## config.mk

```make
export PLATFORM = sky130hd
export DESIGN_NAME = tinyalu_param
export DESIGN_NICKNAME = d
export VERILOG_FILES = /design/src/rtl/tinyalu_pkg.sv /design/src/rtl/tinyalu_mul_iter.sv /design/src/rtl/tinyalu_param.sv
export SDC_FILE = /design/constraint.sdc
export NUM_CORES = 1
export LEC_CHECK = 0
export BUFFER_PORTS_ARGS = -buffer_cell sky130_fd_sc_hd__buf_2
export CAP_MARGIN = 15
export CORE_ASPECT_RATIO = 0.75
export CORE_MARGIN = 1.5
export CORE_UTILIZATION = 60
export CTS_CLUSTER_DIAMETER = 200
export DETAILED_ROUTE_END_ITERATION = 6
export PLACE_DENSITY = 0.8
export SYNTH_ARGS = -nofsm -noshare
export SYNTH_HDL_FRONTEND = slang
export SYNTH_HIERARCHICAL = 1
export SYNTH_SLANG_ARGS = --single-unit
```

## constraint.sdc

```tcl
create_clock -name clk -period 3.2 [get_ports clk]
set_clock_uncertainty 0.2 [all_clocks]
set_input_delay 0.96 -clock clk [delete_from_list [all_inputs] [get_ports clk]]
set_output_delay 0.96 -clock clk [all_outputs]
set_load 0.05 [all_outputs]
```

## src/rtl/tinyalu_pkg.sv

```systemverilog
// Shared TinyALU encodings: opcode set and controller states.
package tinyalu_pkg;

   typedef enum logic [2:0] {
      no_op  = 3'b000,
      add_op = 3'b001,
      and_op = 3'b010,
      xor_op = 3'b011,
      mul_op = 3'b100,
      sub_op = 3'b101,
      inv_op = 3'b110,
      rst_op = 3'b111
   } operation_t;

   typedef enum logic [1:0] {
      IDLE = 2'd0,
      MUL  = 2'd1,
      DONE = 2'd2
   } alu_state_t;

endpackage

```

## src/rtl/tinyalu_mul_iter.sv

```systemverilog
// Iterative shift-add multiplier: one multiplier bit per cycle, LSB first, WIDTH cycles.
module tinyalu_mul_iter
#(
   parameter int WIDTH = 8
)(
   input  logic               clk,
   input  logic               reset_n,
   input  logic               load,
   input  logic [WIDTH-1:0]   A,
   input  logic [WIDTH-1:0]   B,
   output logic [2*WIDTH-1:0] product,
   output logic               ready
);

   localparam int CW = $clog2(WIDTH + 1);

   logic [2*WIDTH-1:0] mcand_reg;
   logic [WIDTH-1:0]   mplier_reg;
   logic [2*WIDTH-1:0] acc_reg;
   logic [CW-1:0]      count_reg;
   logic [2*WIDTH-1:0] acc_next;

   // product/ready describe the iteration taking place at the coming edge, so the
   // controller can capture the final product on the same edge as the last step.
   always_comb begin
      acc_next = acc_reg + (mplier_reg[0] ? mcand_reg : '0);
      product  = acc_next;
      ready    = (count_reg == CW'(1));
   end

   always_ff @(posedge clk) begin
      if (!reset_n) begin
         mcand_reg  <= '0;
         mplier_reg <= '0;
         acc_reg    <= '0;
         count_reg  <= '0;
      end else if (load) begin
         mcand_reg  <= {{WIDTH{1'b0}}, A};
         mplier_reg <= B;
         acc_reg    <= '0;
         count_reg  <= CW'(WIDTH);
      end else if (count_reg != '0) begin
         acc_reg    <= acc_next;
         mcand_reg  <= mcand_reg << 1;
         mplier_reg <= mplier_reg >> 1;
         count_reg  <= count_reg - CW'(1);
      end
   end

endmodule

```

## src/rtl/tinyalu_param.sv

```systemverilog
// Parametrised TinyALU: single-cycle add/and/xor/sub, iterative multiply, illegal-op flag.
module tinyalu_param
   import tinyalu_pkg::*;
#(
   parameter int WIDTH = 8
)(
   input  logic               clk,
   input  logic               reset_n,
   input  logic [WIDTH-1:0]   A,
   input  logic [WIDTH-1:0]   B,
   input  logic [2:0]         op,
   input  logic               start,
   output logic               busy,
   output logic               done,
   output logic               err,
   output logic [2*WIDTH-1:0] result
);

   alu_state_t         state_reg, state_next;
   logic [2*WIDTH-1:0] result_reg, result_next;
   logic               err_reg, err_next;
   logic               mul_load;
   logic [2*WIDTH-1:0] mul_product;
   logic               mul_ready;
   logic [2*WIDTH-1:0] a_ext, b_ext;
   operation_t         op_e;

   assign a_ext = {{WIDTH{1'b0}}, A};
   assign b_ext = {{WIDTH{1'b0}}, B};
   assign op_e  = operation_t'(op);

   tinyalu_mul_iter #(.WIDTH(WIDTH)) u_mul (
      .clk     (clk),
      .reset_n (reset_n),
      .load    (mul_load),
      .A       (A),
      .B       (B),
      .product (mul_product),
      .ready   (mul_ready)
   );

   always_comb begin
      state_next  = state_reg;
      result_next = result_reg;
      err_next    = err_reg;
      mul_load    = 1'b0;
      unique case (state_reg)
         IDLE: begin
            if (start) begin
               unique case (op_e)
                  add_op: begin result_next = a_ext + b_ext; err_next = 1'b0; state_next = DONE; end
                  and_op: begin result_next = a_ext & b_ext; err_next = 1'b0; state_next = DONE; end
                  xor_op: begin result_next = a_ext ^ b_ext; err_next = 1'b0; state_next = DONE; end
                  sub_op: begin result_next = a_ext - b_ext; err_next = 1'b0; state_next = DONE; end
                  inv_op: begin result_next = '0;            err_next = 1'b1; state_next = DONE; end
                  mul_op: begin mul_load = 1'b1;             err_next = 1'b0; state_next = MUL;  end
                  rst_op: result_next = '0;
                  default: ;
               endcase
            end
         end
         MUL: begin
            if (mul_ready) begin
               result_next = mul_product;
               state_next  = DONE;
            end
         end
         DONE:    state_next = IDLE;
         default: state_next = IDLE;
      endcase
   end

   always_ff @(posedge clk) begin
      if (!reset_n) begin
         state_reg  <= IDLE;
         result_reg <= '0;
         err_reg    <= 1'b0;
      end else begin
         state_reg  <= state_next;
         result_reg <= result_next;
         err_reg    <= err_next;
      end
   end

   // err is qualified by done so it reads 0 outside the completion pulse.
   assign busy   = (state_reg != IDLE);
   assign done   = (state_reg == DONE);
   assign err    = done & err_reg;
   assign result = result_reg;

endmodule

```

==> impl_metrics.py, run 1 <==
metrics = {
    "status": {
        "outcome": "completed",
    },
    "worst_hold_path": {
        "whs_endpoint": "u_mul/acc_reg[5]",
        "worstHoldStart": "u_mul/acc_reg[5]",
        "worst_hold_path_type": "reg2reg",
        "hold_depth": 2,
    },
    "place": {
        "dpl.hpwl_um": 8880,
        "io_buffers": 40,
        "dp.cells": 698,
        "place.gp.congestion": 0.985,
        "placed_area_mm2": 0.00475,
    },
    "critical_path": {
        "worst-path-buf-inv": 0,
        "crit_family": "simple AND/OR/NAND/NOR gates",
        "cp_slowest_stage_delay_ns": 0.63,
        "cp_max_fo": 17,
        "timing.rr.start": "u_mul/mplier_reg[0]",
        "end_kind": "flip-flop",
        "path_class": "reg2reg",
        "path_cells": "and2_1 > ha_1 > and3_1 > a221oi_1 > nor4_1 > nor2_1 > xnor2_1 > nand2_1 > a21oi_1",
        "worstPathArrival_ns": 3.05,
        "r2r_slack_ns": 0.24,
        "cp_slowest_cell": "dfxtp_1",
        "worstSetupStartpointType": "flip-flop",
        "critPathRequiredTime_ns": 3.28,
        "r2r_end": "result[13]",
        "worst-path-stages": 9,
        "r2r.worst_path.cells": 9,
    },
    "cells_and_area": {
        "diodes": 0,
        "nets": 670,
        "mostFrequentLayoutCells": "nand2_1 (97), a21oi_1 (77), dfxtp_1 (63)",
        "syn_to_final_growth_pct": 10.4,
        "drive_above_1_share": 0.144,
        "instances_no_fill": 714,
        "post-route-cell-area_mm2": 0.00498,
        "layout_commonest_cell": "nand2_1",
    },
    "power_and_ir_drop": {
        "vdd_drop_max_v": 0.000678,
        "leakage_uw": 0.00210,
        "p_total_uw": 2620,
        "p_per_area_mw_per_mm2": 526,
    },
    "clocking": {
        "cts_buffers": 9,
        "clk_latency_ns": 0.35,
        "clock_path_buffers": 2,
        "htreeDepth": 3,
        "holdBufCountCts": 0,
        "clk_pin_slew_ns": 0.08,
        "cts_resized": 0,
        "clockRootBuffer": "clkbuf_8",
        "clock_sinks": 63,
        "postCtsSetupRepairBufs": 0,
        "cts_tree": "done",
    },
    "sta": {
        "slew_violations": 0,
        "setup_tns_ns": 0,
        "period_share": 0.926,
        "rsz0062_at_grt": "no",
        "relSlewSlack": 0.373,
        "period_needed_ns": 2.96,
        "holdWs_ns": 0.261,
        "finalHoldViolations": 0,
        "finalSetupViolCount": 0,
        "tightestPinTransition_ns": 0.940,
        "clock.fmax_ghz": 0.338,
    },
    "floorplan": {
        "dieArea_mm2": 0.00805,
        "pin_count": 41,
        "start_util": 0.618,
        "core_area_mm2": 0.00730,
        "dieHeight_um": 78.1,
        "fp.dieW_um": 103,
        "row_count": 27,
    },
    "yosys": {
        "synthTopCellsByArea": "dfxtp_1 (28%), ha_1 (10%), a21oi_1 (8.6%)",
        "syn_area_per_cell_um2": 7.78,
        "synthCells": 579,
        "synth_edf_count": 0,
        "synthArstFlopShare": 0,
        "synth.ff_latch_count": 63,
        "synth_flop_cell": "dfxtp_1",
        "synth_fp_nets": 641,
        "ys_types": 69,
        "ys_warn_count": 6,
        "synth_top_area_share": 0.280,
        "mappedNetlistArea_mm2": 0.00451,
        "yosysTopAreaCell": "dfxtp_1",
        "seq_area_frac_synth": 0.280,
    },
    "detailed_routing": {
        "vias_per_cell": 6.03,
        "ant_nets": 0,
        "drt_iter0_drc": 374,
        "drc": 0,
        "routed_wl_um": 12000,
        "dr.pass1.iters": 6,
        "routedWlPerCell_um": 16.8,
        "num_vias": 4307,
    },
    "grt": {
        "gr-total-overflow": 0,
        "grtUsageTotal": 0.315,
        "grt_busiest_layer": "met1",
        "grt_max_degree": 36,
        "grt_pass1_vias": 3958,
        "grt_use_met1": 0.478,
        "use_met3": 0.0597,
        "grt_pass1_wl_um": 19700,
        "antenna_found_initial": 0,
        "grt_util_met2": 0.459,
    },
    "run": {
        "cap_viol_max_count": 0,
    },
}
==> kinds of logic (layout without fill, tap and decap cells) <==
kind of cell | count (synthesis) | count (layout) | synth area share
AOI/OAI and AO/OA | 178 | 178 | 0.263
xor gates and xnor gates | 21 | 21 | 0.0408
adders and majority gates | 40 | 40 | 0.116
buffers and inverters | 55 | 89 | 0.0566
DFF | 63 | 63 | 0.280
muxes | 3 | 3 | 0.00666
and+or+nand+nor | 219 | 219 | 0.237
==> area by class of cell <==
type | count | area [um^2]
inverters | 22 | 82.6
clock inverters | 6 | 91.3
repair buffers | 51 | 283
well taps | 101 | 126
multi-input cells | 461 | 3000
clock buffers | 10 | 138
flip-flops and latches | 63 | 1260
fillers | 644 | 2320
==> stage by stage <==
stage                util  setup WS [ns]
finish              0.682          0.238
global route        0.682         0.0788
CTS                 0.682          0.249
detailed placement  0.650         0.0751
global placement    0.650          0.120
floorplan               -          0.324
==> where the power goes <==
part / internal (uW) / total (uW) / switching (uW) / leakage (uW)
clock network: 464 / 814 / 350 / 0.000117
registers: 849 / 893 / 43.6 / 0.000512
logic: 276 / 910 / 634 / 0.00147
==> tightest hold or removal path, stage by stage, from the launching register on <==
cell,delay [ns]
dfxtp_1,0.31
nand2_1,0.05
a21oi_1,0.05
==> Yosys cell counts (all sizes together) (4+ instances only) <==
cell	number
nand2	97
a21oi	77
dfxtp	63
ha	37
nor2	33
o21ai	26
and2	22
inv	22
nor2b	21
clkbuf	19
xnor2	16
buf	14
nand3	12
o21a	10
nor3	8
a31oi	7
a21o	6
o211ai	6
o221ai	6
o41ai	6
xor2	5
a221oi	4
and3	4
nand2b	4
nand4	4
nor4	4
o31ai	4
==> per-layer routing <==
metal / vias to the layer above / part of all wire
met5: - / 0
li1: 2098 / -
met1: 1999 / 0.48
met4: 0 / 0.013
met2: 191 / 0.43
met3: 19 / 0.079
==> how the worst max path moves through the flow <==
stage	startpoint	endpoint	slack (ns)
6_report	u_mul/mplier_reg[0]	result[13]	0.24
5_1_grt	u_mul/mplier_reg[0]	result[14]	0.08
4_1_cts	u_mul/mplier_reg[0]	result[10]	0.25
3_5_place_dp	A[0]	result[8]	0.08
3_3_place_gp	B[1]	result[5]	0.12
2_1_floorplan	state_reg[1]	err	0.32
No activity file was read; power rests on OpenSTA's default activity.
==> run 2, diff against run 1 <==
--- a/config.mk
+++ b/config.mk
@@ -5,14 +5,15 @@
 export SDC_FILE = /design/constraint.sdc
 export NUM_CORES = 1
 export LEC_CHECK = 0
+export ABC_AREA = 1
 export BUFFER_PORTS_ARGS = -buffer_cell sky130_fd_sc_hd__buf_2
 export CAP_MARGIN = 15
 export CORE_ASPECT_RATIO = 0.75
 export CORE_MARGIN = 1.5
-export CORE_UTILIZATION = 60
+export CORE_UTILIZATION = 61
 export CTS_CLUSTER_DIAMETER = 200
 export DETAILED_ROUTE_END_ITERATION = 6
-export PLACE_DENSITY = 0.8
+export PLACE_DENSITY = 0.81
 export SYNTH_ARGS = -nofsm -noshare
 export SYNTH_HDL_FRONTEND = slang
 export SYNTH_HIERARCHICAL = 1
==> run 2 against run 1 <==
Clock-buffer cell count shrank 1. Setup slack better by 0.28 ns. Critical path depth rose by 6.
==> impl_metrics.py, run 2 <==
metrics = {
    "worst_hold_path": {
        "hold_depth": 2,
        "whs_endpoint": "result[2]",
        "worstHoldStart": "result[2]",
        "worst_hold_path_type": "reg2reg",
    },
    "cells_and_area": {
        "drive_above_1_share": 0.132,
        "fill_cells": 691,
        "multiInputGateArea_mm2": 0.00294,
        "syn_to_final_growth_pct": 8.99,
        "nets": 858,
        "diodes": 0,
        "seq_area_mm2": 0.00126,
        "mostFrequentLayoutCells": "nand2_1 (210), inv_1 (126), dfxtp_1 (63)",
        "post-route-cell-area_mm2": 0.00529,
        "layout_commonest_cell": "nand2_1",
    },
    "clocking": {
        "cts_buffers": 9,
        "clockRootBuffer": "clkbuf_8",
        "cts_tree": "done",
        "postCtsSetupRepairBufs": 0,
        "holdBufCountCts": 0,
        "clk_pin_slew_ns": 0.08,
        "clock_sinks": 63,
        "cts_resized": 0,
        "clock_path_buffers": 2,
        "htreeDepth": 3,
        "clk_latency_ns": 0.36,
    },
    "power_and_ir_drop": {
        "p_per_area_mw_per_mm2": 660,
        "p_sw_frac": 0.465,
        "p_clk_frac": 0.203,
        "cellInternalPower_uw": 1870,
        "leakage_uw": 0.00300,
        "combinationalPowerShare": 0.470,
        "vdd_drop_max_v": 0.000855,
        "p_sw_uw": 1630,
        "pwr-share-seq": 0.328,
    },
    "yosys": {
        "synth.most_common_cell": "nand2_1",
        "ys_warn_count": 6,
        "synth_top_family_by_area": "simple AND/OR/NAND/NOR gates",
        "synth_fa_ha_area_frac": 0.108,
        "synth_top_area_share": 0.260,
        "mappedNetlistArea_mm2": 0.00486,
        "synthTopCellsByArea": "dfxtp_1 (26%), nand2_1 (16%), inv_1 (9.7%)",
        "ys_types": 48,
        "seq_area_frac_synth": 0.260,
        "synth_flop_cell": "dfxtp_1",
        "synth_simple_gate_area_frac": 0.331,
        "yosysTopAreaCell": "dfxtp_1",
        "synthArstFlopShare": 0,
        "synth-compound-area-share": 0.140,
        "synth_top_cells_by_count": "nand2_1 (210), inv_1 (126), dfxtp_1 (63), nor2_1 (57), a21oi_1 (52)",
        "synth.ff_latch_count": 63,
        "synth_mux_area_frac": 0,
        "syn_area_per_cell_um2": 6.38,
        "synth-xor-area-share": 0.0250,
        "synth_fp_nets": 823,
        "synth_edf_count": 0,
        "synthCells": 761,
    },
    "critical_path": {
        "end_kind": "flip-flop",
        "cp_max_fo": 17,
        "worstPathArrival_ns": 2.74,
        "r2r_end": "result[8]",
        "timing.rr.start": "u_mul/mplier_reg[0]",
        "r2r.worst_path.cells": 15,
        "path_class": "reg2reg",
        "r2r_slack_ns": 0.52,
        "worstSetupStartpointType": "flip-flop",
        "critPathRequiredTime_ns": 3.25,
    },
    "detailed_routing": {
        "dr.pass1.iters": 6,
        "ant_nets": 0,
        "drc": 0,
        "num_vias": 4918,
        "vias_per_cell": 5.45,
        "routedWlPerCell_um": 14.3,
        "drt_iter0_drc": 349,
        "routed_wl_um": 12900,
    },
    "floorplan": {
        "dieHeight_um": 80.3,
        "dieArea_mm2": 0.00851,
        "fp.dieW_um": 106,
        "row_count": 27,
        "core_area_mm2": 0.00753,
        "start_util": 0.645,
        "pin_count": 41,
    },
    "place": {
        "placed_area_mm2": 0.00510,
        "io_buffers": 40,
        "place.gp.congestion": 0.923,
        "dpl.hpwl_um": 9800,
    },
    "sta": {
        "setup_tns_ns": 0,
        "slew_violations": 0,
        "relSlewSlack": 0.576,
        "tightestPinTransition_ns": 0.635,
        "rsz0062_at_grt": "no",
        "clock.fmax_ghz": 0.373,
        "finalHoldViolations": 0,
        "finalSetupViolCount": 0,
        "period_share": 0.839,
        "period_needed_ns": 2.68,
    },
    "status": {
        "outcome": "completed",
    },
    "grt": {
        "grt_max_degree": 53,
        "grtUsageTotal": 0.322,
        "grt_pass1_wl_um": 21400,
        "gr-total-overflow": 0,
        "antenna_found_initial": 0,
        "grt_pass1_vias": 4444,
    },
    "run": {
        "cap_viol_max_count": 0,
    },
}
run 2: changes by cell type after synthesis, moves of 14 or more:
| cell | delta |
|---|---|
| inv_1 | +106 |
| and2_1 | -20 |
| nor2_1 | +26 |
| nand2_1 | +113 |
| nand3_1 | +37 |
| nor2b_1 | -20 |
| xnor2_1 | -14 |
| a21oi_1 | -25 |
run 2: worst max-delay path by stage:
stage,from,endpoint,slack [ns],cells past startpoint
4_1_cts,u_mul/mplier_reg[0],result[8],0.52,15
2_1_floorplan,state_reg[1],err,0.47,2
3_5_place_dp,A[0],result[12],0.26,13
5_1_grt,u_mul/mplier_reg[0],result[8],0.37,15
3_3_place_gp,A[0],result[15],0.32,13
6_report,u_mul/mplier_reg[0],result[8],0.52,15
run 2: logic make-up (layout without fill, tap and decap cells):
logic type | count (synthesis) | in the layout
buf+inv | 162 | 202
flops | 63 | 63
fa+ha+maj | 40 | 40
xor+xnor | 13 | 13
simple gates | 360 | 360
compound gates | 123 | 123
run 2: per-stage QoR:
| step | total power [uW] | utilization | setup WS [ns] | std cells | hold slack (ns) |
|---|---|---|---|---|---|
| after CTS | 3480 | 0.703 | 0.516 | 902 | 0.267 |
| after global placement | 2710 | 0.676 | 0.324 | 886 | 0.249 |
| final | 3490 | 0.703 | 0.516 | 902 | 0.269 |
| after detailed placement | 2770 | 0.676 | 0.261 | 886 | 0.258 |
| after global routing | 3750 | 0.703 | 0.373 | 902 | 0.291 |
| after floorplan | 2420 | - | 0.471 | 761 | 0.240 |
run 2: worst max-delay path: stages, from the launching register on:
cell,delay (ns)
dfxtp_1,0.52
nand2_1,0.14
inv_1,0.05
ha_1,0.20
fa_1,0.41
nand2_1,0.08
nand2_1,0.06
and2_4,0.15
nand2_2,0.05
nand2_2,0.06
xnor2_2,0.21
inv_1,0.07
a21oi_1,0.13
nand2_1,0.07
o21ai_1,0.12
inv_1,0.04
run 2: metal layers:
layer  share of wire  wire [um]  track usage  vias up
met5               0          0            0        -
met4          0.0082        106       0.0784        0
met3           0.078       1000       0.0584       11
met2            0.41       5290        0.464      193
met1            0.50       6470        0.490     2247
li1                -          -            -     2467
run 2: cell type report:
| cell class | count | area share |
|---|---|---|
| Inverter | 140 | 0.0998 |
| Tap cell | 101 | 0.0239 |
| Clock inverter | 7 | 0.0137 |
| Clock buffer | 9 | 0.0234 |
| Sequential cell | 63 | 0.238 |
| Multi-Input combinational cell | 536 | 0.555 |
| Timing Repair Buffer | 46 | 0.0463 |
run 2: power groups by stage:
| stage | Sequential, uW | Combinational [uW] | Clock (uW) |
|---|---|---|---|
| global placement | 1140 | 1570 | 0 |
| detailed placement | 1150 | 1610 | 0 |
| finish | 1150 | 1640 | 708 |
| global route | 1160 | 1840 | 749 |
| CTS | 1140 | 1620 | 717 |
| floorplan | 1210 | 1210 | 0 |
==> run 3, diff against run 2 <==
==> constraint.sdc (replaced) <==
create_clock -name clk -period 2.54 [get_ports clk]
set_clock_uncertainty 0.2 [all_clocks]
set_input_delay 0.762 -clock clk [delete_from_list [all_inputs] [get_ports clk]]
set_output_delay 0.762 -clock clk [all_outputs]
set_load 0.05 [all_outputs]
==> run 3 against run 2 <==
Maximum frequency rose by 13%. Via count is 3.0% higher. Final area rose by 5.1%. Register-to-register slack worse by 0.34 ns. Combinational power up 33%. Worst hold slack got worse by 0.0050 ns. Critical path type unchanged. Critical endpoint unchanged.
==> impl_metrics.py, run 3 (synthesis results as in run 2) <==
metrics = {
    "critical_path": {
        "cp_slowest_cell": "dfxtp_2",
        "cp_max_fo": 5,
        "critPathRequiredTime_ns": 2.59,
        "r2r_end": "result[8]",
        "timing.rr.start": "u_mul/mplier_reg[0]",
        "cp_slowest_stage_delay_ns": 0.34,
        "path_class": "reg2reg",
        "r2r.worst_path.cells": 14,
        "cpMostUsedCell": "inv_1",
        "path_cells": "buf_4 > nand2_1 > inv_1 > ha_1 > or2_1 > and2_4 > nand2_2 > nand2_2 > xnor2_4 > inv_1 > a21oi_1 > nand2_1 > o21ai_1 > inv_1",
        "end_kind": "flip-flop",
        "crit_family": "simple AND/OR/NAND/NOR gates",
        "r2r_slack_ns": 0.17,
        "worst-path-buf-inv": 4,
        "worstSetupStartpointType": "flip-flop",
        "worstPathArrival_ns": 2.42,
    },
    "detailed_routing": {
        "dr.pass1.iters": 5,
        "drc": 0,
        "routed_wl_um": 13400,
        "vias_per_cell": 5.45,
        "drt_iter0_drc": 499,
        "num_vias": 5064,
        "ant_nets": 0,
        "routedWlPerCell_um": 14.4,
    },
    "sta": {
        "clock.fmax_ghz": 0.422,
        "setup_tns_ns": 0,
        "holdWs_ns": 0.264,
        "relSlewSlack": 0.618,
        "finalSetupViolCount": 0,
        "tightestPinTransition_ns": 0.572,
        "period_share": 0.933,
        "slew_violations": 0,
        "rsz0062_at_grt": "no",
        "period_needed_ns": 2.37,
        "finalHoldViolations": 0,
    },
    "floorplan": {
        "dieHeight_um": 80.3,
        "row_count": 27,
        "dieArea_mm2": 0.00851,
        "pin_count": 41,
        "core_area_mm2": 0.00753,
        "fp.dieW_um": 106,
        "start_util": 0.645,
    },
    "grt": {
        "gr-total-overflow": 0,
        "antenna_found_initial": 0,
        "grtUsageTotal": 0.329,
        "grt_max_degree": 40,
        "grt_pass1_vias": 4410,
        "grt_pass1_wl_um": 21700,
    },
    "worst_hold_path": {
        "hold_depth": 2,
        "worstHoldStart": "u_mul/mplier_reg[7]",
        "worst_hold_path_type": "reg2reg",
        "whs_endpoint": "u_mul/mplier_reg[7]",
    },
    "cells_and_area": {
        "post-route-cell-area_mm2": 0.00556,
        "nets": 887,
        "layout_commonest_cell": "nand2_1",
        "mostFrequentLayoutCells": "nand2_1 (210), inv_1 (126), dfxtp_1 (62)",
        "diodes": 0,
        "drive_above_1_share": 0.170,
        "syn_to_final_growth_pct": 14.6,
    },
    "power_and_ir_drop": {
        "vdd_drop_max_v": 0.000880,
        "leakage_uw": 0.00314,
        "p_per_area_mw_per_mm2": 816,
    },
    "clocking": {
        "clock_path_buffers": 2,
        "clock_sinks": 63,
        "clockRootBuffer": "clkbuf_8",
        "postCtsSetupRepairBufs": 0,
        "clk_latency_ns": 0.36,
        "cts_buffers": 9,
        "cts_tree": "done",
        "clk_pin_slew_ns": 0.07,
        "htreeDepth": 3,
    },
    "status": {
        "outcome": "completed",
    },
    "run": {
        "cap_viol_max_count": 0,
    },
    "place": {
        "dpl.hpwl_um": 10200,
        "io_buffers": 40,
        "place.gp.congestion": 0.978,
        "placed_area_mm2": 0.00533,
    },
}
==> run 3: changes by cell type in the layout (fill, tap and decap cells not counted), sizes merged <==
cell,previous run,this run
clkinv,4,2
inv,140,139
buf,46,75
clkinvlp,2,1
clkbuf,9,12
==> run 3: report_power, final <==
| part | total [uW] | switching [uW] | internal [uW] |
|---|---|---|---|
| clock network | 914 | 413 | 500 |
| registers | 1450 | 187 | 1260 |
| logic | 2180 | 1470 | 716 |
| total | 4540 | 2070 | 2470 |
==> run 3: metrics by stage <==
stage               setup WS [ns]  total power (uW)  cells  utilization
CTS                         0.123              4460    930        0.733
global placement           -0.115              3470    915        0.707
floorplan                 0.00911              3050    761            -
finish                      0.171              4540    930        0.739
detailed placement         -0.191              3550    915        0.707
global route              0.00206              4840    930        0.739
==> run 3: what timing repair did <==
action	4_1_cts	5_1_grt
resized for setup	0	9
setup endpoints to repair	0	7
hold buffers	0	0
==> run 3: routing by layer <==
metal | vias to the layer above | GRT usage | part of all wire | wire length [um]
met5 | - | 0 | 0 | 0
li1 | 2511 | - | - | -
met1 | 2301 | 0.485 | 0.49 | 6490
met4 | 0 | 0.0919 | 0.011 | 143
met3 | 12 | 0.0633 | 0.096 | 1290
met2 | 240 | 0.485 | 0.41 | 5440
==> run 3: how the worst max path moves through the flow <==
stage	from	end	slack, ns	depth (start not counted)
6_report	u_mul/mplier_reg[0]	result[8]	0.17	14
5_1_grt	u_mul/mplier_reg[0]	result[14]	0.002	15
4_1_cts	u_mul/mplier_reg[0]	result[8]	0.12	15
3_5_place_dp	A[0]	result[13]	-0.19	13
3_3_place_gp	A[0]	result[9]	-0.11	13
2_1_floorplan	state_reg[1]	err	0.009	2
==> run 3: area by class of cell <==
class / instances / area (um^2)
Fill cell: 609 / 1970
Inverter: 140 / 528
Timing Repair Buffer: 75 / 475
Clock inverter: 3 / 42.5
Sequential cell: 63 / 1260
Multi-Input combinational cell: 536 / 2970
Tap cell: 101 / 126
Clock buffer: 12 / 155
==> run 3: tightest hold or removal path, cell delays in order, from the launching register on <==
cell and delay (ns):
dfxtp_1 0.31, nand2_1 0.06, a21oi_1 0.05
